## src/rtl/scan_sequencer.sv

```systemverilog
// scan_sequencer: steps a 3-bit channel select through the channels
// enabled in mask, ascending with wrap-around, for a one-hot decoder.
//
// Ports:
//   clk        rising-edge clock
//   rst_n      synchronous active-low reset
//   en         scan enable (level)
//   mask       channel enable, bit i = channel i takes part in the scan
//   dwell      hold time per channel in cycles minus one (sampled live)
//   step_mode  1 = advance on step only, 0 = advance on dwell expiry
//   step       single-cycle advance request (step_mode = 1 only)
//   sel        current channel index (registered)
//   sel_valid  sel is an active, enabled channel (registered)
//   wrap       one-cycle pulse on an advance to an index <= previous
module scan_sequencer #(
    parameter int DWELL_W = 8
) (
    input  logic               clk,
    input  logic               rst_n,
    input  logic               en,
    input  logic [7:0]         mask,
    input  logic [DWELL_W-1:0] dwell,
    input  logic               step_mode,
    input  logic               step,
    output logic [2:0]         sel,
    output logic               sel_valid,
    output logic               wrap
);

    typedef enum logic {
        IDLE,
        HOLD
    } state_t;

    state_t             state;
    logic [DWELL_W-1:0] cnt;
    logic [2:0]         nx;
    logic [2:0]         fst;
    logic               adv;

    // Next enabled channel after s, searching s+1..s+7 and then s itself.
    function automatic logic [2:0] nxt_ch(
        input logic [2:0] s,
        input logic [7:0] m
    );
        logic [2:0] j;
        logic       found;
        nxt_ch = s;
        found  = 1'b0;
        for (int k = 1; k <= 8; k++) begin
            j = s + 3'(k);
            if (!found && m[j]) begin
                nxt_ch = j;
                found  = 1'b1;
            end
        end
    endfunction

    // Lowest enabled channel; 0 when the mask is empty.
    function automatic logic [2:0] first_ch(input logic [7:0] m);
        first_ch = 3'd0;
        for (int i = 7; i >= 0; i--) begin
            if (m[i]) first_ch = 3'(i);
        end
    endfunction

    always_comb begin
        nx  = nxt_ch(sel, mask);
        fst = first_ch(mask);
        adv = step_mode ? step : (cnt >= dwell);
    end

    always_ff @(posedge clk) begin
        if (!rst_n) begin
            state     <= IDLE;
            sel       <= 3'd0;
            sel_valid <= 1'b0;
            wrap      <= 1'b0;
            cnt       <= '0;
        end else begin
            wrap <= 1'b0;
            unique case (state)
                IDLE: begin
                    sel_valid <= 1'b0;
                    if (en && mask != 8'd0) begin
                        sel       <= fst;
                        sel_valid <= 1'b1;
                        cnt       <= '0;
                        state     <= HOLD;
                    end
                end
                HOLD: begin
                    if (!en || mask == 8'd0) begin
                        state     <= IDLE;
                        sel_valid <= 1'b0;
                        cnt       <= '0;
                    end else if (!mask[sel]) begin
                        // channel dropped mid-dwell: move on, no wrap
                        sel <= nx;
                        cnt <= '0;
                    end else if (adv) begin
                        sel  <= nx;
                        cnt  <= '0;
                        wrap <= (nx <= sel);
                    end else if (cnt != '1) begin
                        cnt <= cnt + 1'b1;
                    end
                end
                default: begin
                    state     <= IDLE;
                    sel_valid <= 1'b0;
                end
            endcase
        end
    end

endmodule

```

## config.mk

```make
export PLATFORM = sky130hd
export DESIGN_NAME = scan_sequencer
export DESIGN_NICKNAME = d
export VERILOG_FILES = /design/src/rtl/scan_sequencer.sv
export SDC_FILE = /design/constraint.sdc
export NUM_CORES = 1
export LEC_CHECK = 0
export BUFFER_PORTS_ARGS = -buffer_cell sky130_fd_sc_hd__buf_4
export CAP_MARGIN = 20
export CORE_ASPECT_RATIO = 0.7
export CORE_MARGIN = 2
export CORE_UTILIZATION = 35
export CTS_CLUSTER_DIAMETER = 120
export DETAILED_ROUTE_END_ITERATION = 16
export GPL_ROUTABILITY_DRIVEN = 0
export GPL_TIMING_DRIVEN = 0
export PLACE_DENSITY = 0.5
export REMOVE_ABC_BUFFERS = 1
export SYNTH_ARGS = -nofsm -noshare
export SYNTH_HDL_FRONTEND = slang
export SYNTH_SLANG_ARGS = --single-unit
```

## constraint.sdc

```tcl
create_clock -name clk -period 5 [get_ports clk]
set_input_delay 0.75 -clock clk [delete_from_list [all_inputs] [get_ports clk]]
set_output_delay 0.75 -clock clk [all_outputs]
set_load 0.01 [all_outputs]
```

==> results.toml <==
[sta]
grt_setup_unrepaired = "false"
finalCriticalPeriod_ns = 4.47
setup-violations-final = 0
worst-slew-pin-transition_ns = 0.833
max-slew-margin-rel = 0.444
worst_case_clock_skew_ns = 0.00310
worst_hold_slack_ns = 0.451
setup-tns-final_ns = 0
final_hold_viol_count = 0
fin_ws_ns = 0.534
finalMaxSlewViolations = 0
post-route-period-util = 0.893
achievable_frequency_ghz = 0.224

[place]
place.detailed.instances = 307
port_buffers = 25
detailedPlacementHpwl_um = 3570
postPlaceCellArea_um2 = 2040
preCtsSetupSlack_ns = 0.597

[status]
run_status = "completed"

[synth]
synth_sequential_area_ratio = 0.154
post-synth-top-area-fraction = 0.154
syn-instance-count = 223
synthDistinctLibCells = 52
synth.cell_area_um2 = 1820
synth.yosys.warnings = 0
synth_flop_type = "dfxtp_1"
synth.avg_cell_area_um2 = 8.15
post_synth_most_frequent_cells = "20 x inv_1, 20 x nand2_1, 18 x nor2_1, 14 x dfxtp_1, 14 x ha_1"
synth-seq-cells = 14
synth_enable_flop_cells = 0
yosys-top-cells-area = "dfxtp_1 15%, mux4_2 15%, ha_1 9.6%, inv_1 4.1%, nand2_1 4.1%"
asyncSetResetFlopFracSynth = 0
synth_area_leader_cell = "dfxtp_1"

[detailed_routing]
wl_per_cell_um = 14.8
post-route-drc-count = 0
routed_wirelength_um = 4620
drt_iter0_markers = 109
detailed_routing_iteration_count_for_the_pre_antenna_repair_pass = 4
route.vias.total = 1690
vias_per_cell = 5.43
drtAntennaViolNets = 0

[clocking]
clk_pin_slew_worst_paths_ns = 0.06
clock_insertion_delay_worst_skew_ns = 0.25
cts_tree = "done"
clk_root_buffer_cell = "clkbuf_8"
post_cts_resize_count = 0
cts_num_sinks = 14
cts_hold_buffers = 0
htree_num_levels = 1
cts_buffers = 3
max-clock-path-buffers = 2
total_setup_buffers_inserted_after_cts = 0

[finish]
insertedDiodeCount = 0
proportion_of_layout_cells_with_a_drive_suffix_above_1 = 0.211
num-fill-cells = 530
design.final.nets = 278
ff_latch_area_um2 = 280
area.growth.synth_to_final_pct = 15.3
design_area_um2 = 2090
multi_input_comb_area_um2 = 1410
post_layout_nonfiller_instances = 311

[global_routing]
grt_max_degree = 19
grt_pass1_vias = 1483
grt_util_met1 = 0.287
grt_use_met2 = 0.209
first_pass_grt_wire_length_um = 7820
total_global_routing_overflow = 0
grt_antenna_before_repair = 0
grt_util_all_layers = 0.168
grtUsageMet3 = 0.0259
globalRoute.busiestLayer = "met1"

[die]
std_cell_rows = 21
die_height_um = 64.3
core-area_um2 = 4890
floorplan.initialDensity = 0.372
die_x_um = 90.1
die_area_um2 = 5790
pin_count = 26

[power_and_ir_drop]
ir_drop_mv = 0.103
p_leak_nw = 0.817
powerDensity_nw_per_um2 = 227

[worst_setup_path]
worst_stage_delay_on_the_critical_path_ns = 0.83
crit_type = "flop to flop"
worst_ep_arrival_time_ns = 4.62
critical-path-top-delay-family = "adder cells"
worst_path_maximum_fanout = 18
slowest_stage = "dfxtp_1"
path_buf_inv = 1
worst-endpoint-required_ns = 5.16
crit_path_cells = "inv_1 -> ha_1 -> mux4_2 -> mux2i_2 -> nand4_1 -> o32ai_1 -> nand2_1 -> ha_1 -> a21o_1 -> a21oi_1 -> a31oi_1 -> nor4_1"
worstSetupStartpointType = "flop"
crit_path_end_kind = "flop"
crit_path_frequent_cell = "ha_1"

[worst_hold_path]
worst_hold_check_path_type = "flop to flop"

[run]
total_of_max_cap_violations = 0
## worst reg2reg max path, delay by kind of cell (launching register included)
family,cells,cell delay (ns)
flip-flops,1,0.83
adder cells (fa/ha/maj),2,0.97
AND/OR/NAND/NOR,3,0.50
AO/OA/AOI/OAI,4,0.86
multiplexers,2,0.93
buffers and inverters,1,0.29
## worst paths after layout
check,start,endpoint,slack [ns],cells past startpoint
worst min register to register,sel_valid,sel_valid,0.45,2
worst min-delay path,sel_valid,sel_valid,0.45,2
worst max register to register,sel[1],wrap,0.53,12
worst max-delay path,sel[1],wrap,0.53,12
## sequential cells by signal, summed over array words and instances, names as in the netlist
signal	flops
wrap	1
cnt	8
sel_valid	1
state	1
sel	3
## stage by stage
stage | total power [mW] | util
floorplan | 0.299 | -
global placement | 0.367 | 0.417
detailed placement | 0.364 | 0.417
CTS | 0.477 | 0.429
global route | 0.513 | 0.429
finish | 0.475 | 0.429
## cells in the final DEF, fill, tap and decap left out, types with 2 or more instances in the layout
master	synthesis	routed
nor2b_1	4	4
a221oi_1	4	4
a21o_1	2	2
and2_1	4	4
xor2_1	2	2
nand2b_1	2	2
dfxtp_1	14	14
nor3b_1	2	2
nor4b_1	2	2
nand3_1	9	9
mux2_2	5	5
a31oi_1	3	3
nand4_1	3	3
nor4_1	6	6
o21ai_1	2	2
nand2_1	20	20
mux2i_1	6	6
a22oi_1	2	2
ha_1	14	14
nor3_1	5	5
buf_4	0	25
xnor2_1	8	8
a21oi_1	12	12
nor2_1	18	18
inv_1	20	20
o21ai_0	9	9
clkbuf_8	0	4
mux4_2	12	12
or4_1	2	2
## cell families (layout without fill, tap and decap cells)
family | after synthesis | in the layout | synth area share
buffers and inverters | 31 | 50 | 0.0716
adder cells (fa/ha/maj) | 14 | 14 | 0.0964
AND/OR/NAND/NOR | 85 | 85 | 0.245
flip-flops | 14 | 14 | 0.154
multiplexers | 24 | 24 | 0.220
AO/OA/AOI/OAI | 45 | 45 | 0.164
XOR/XNOR | 10 | 10 | 0.0482
## per-layer routing
metal  vias to the layer above  share of wire
met2                        43           0.36
met5                         -              0
li1                        869              -
met3                         5          0.074
met1                       773           0.55
met4                         0         0.0078
## report_power, final
group | internal [mW] | switching, mW
combinational | 0.109 | 0.126
clock | 0.0698 | 0.0404
sequential | 0.115 | 0.0149
total | 0.294 | 0.181
## area by class of cell
cell class | count | share of cell area
Inverter | 21 | 0.0376
Tap cell | 69 | 0.0412
Sequential cell | 14 | 0.134
Clock buffer | 4 | 0.0263
Multi-Input combinational cell | 178 | 0.671
Timing Repair Buffer | 25 | 0.0896
Power figures use the tool's default switching activity.
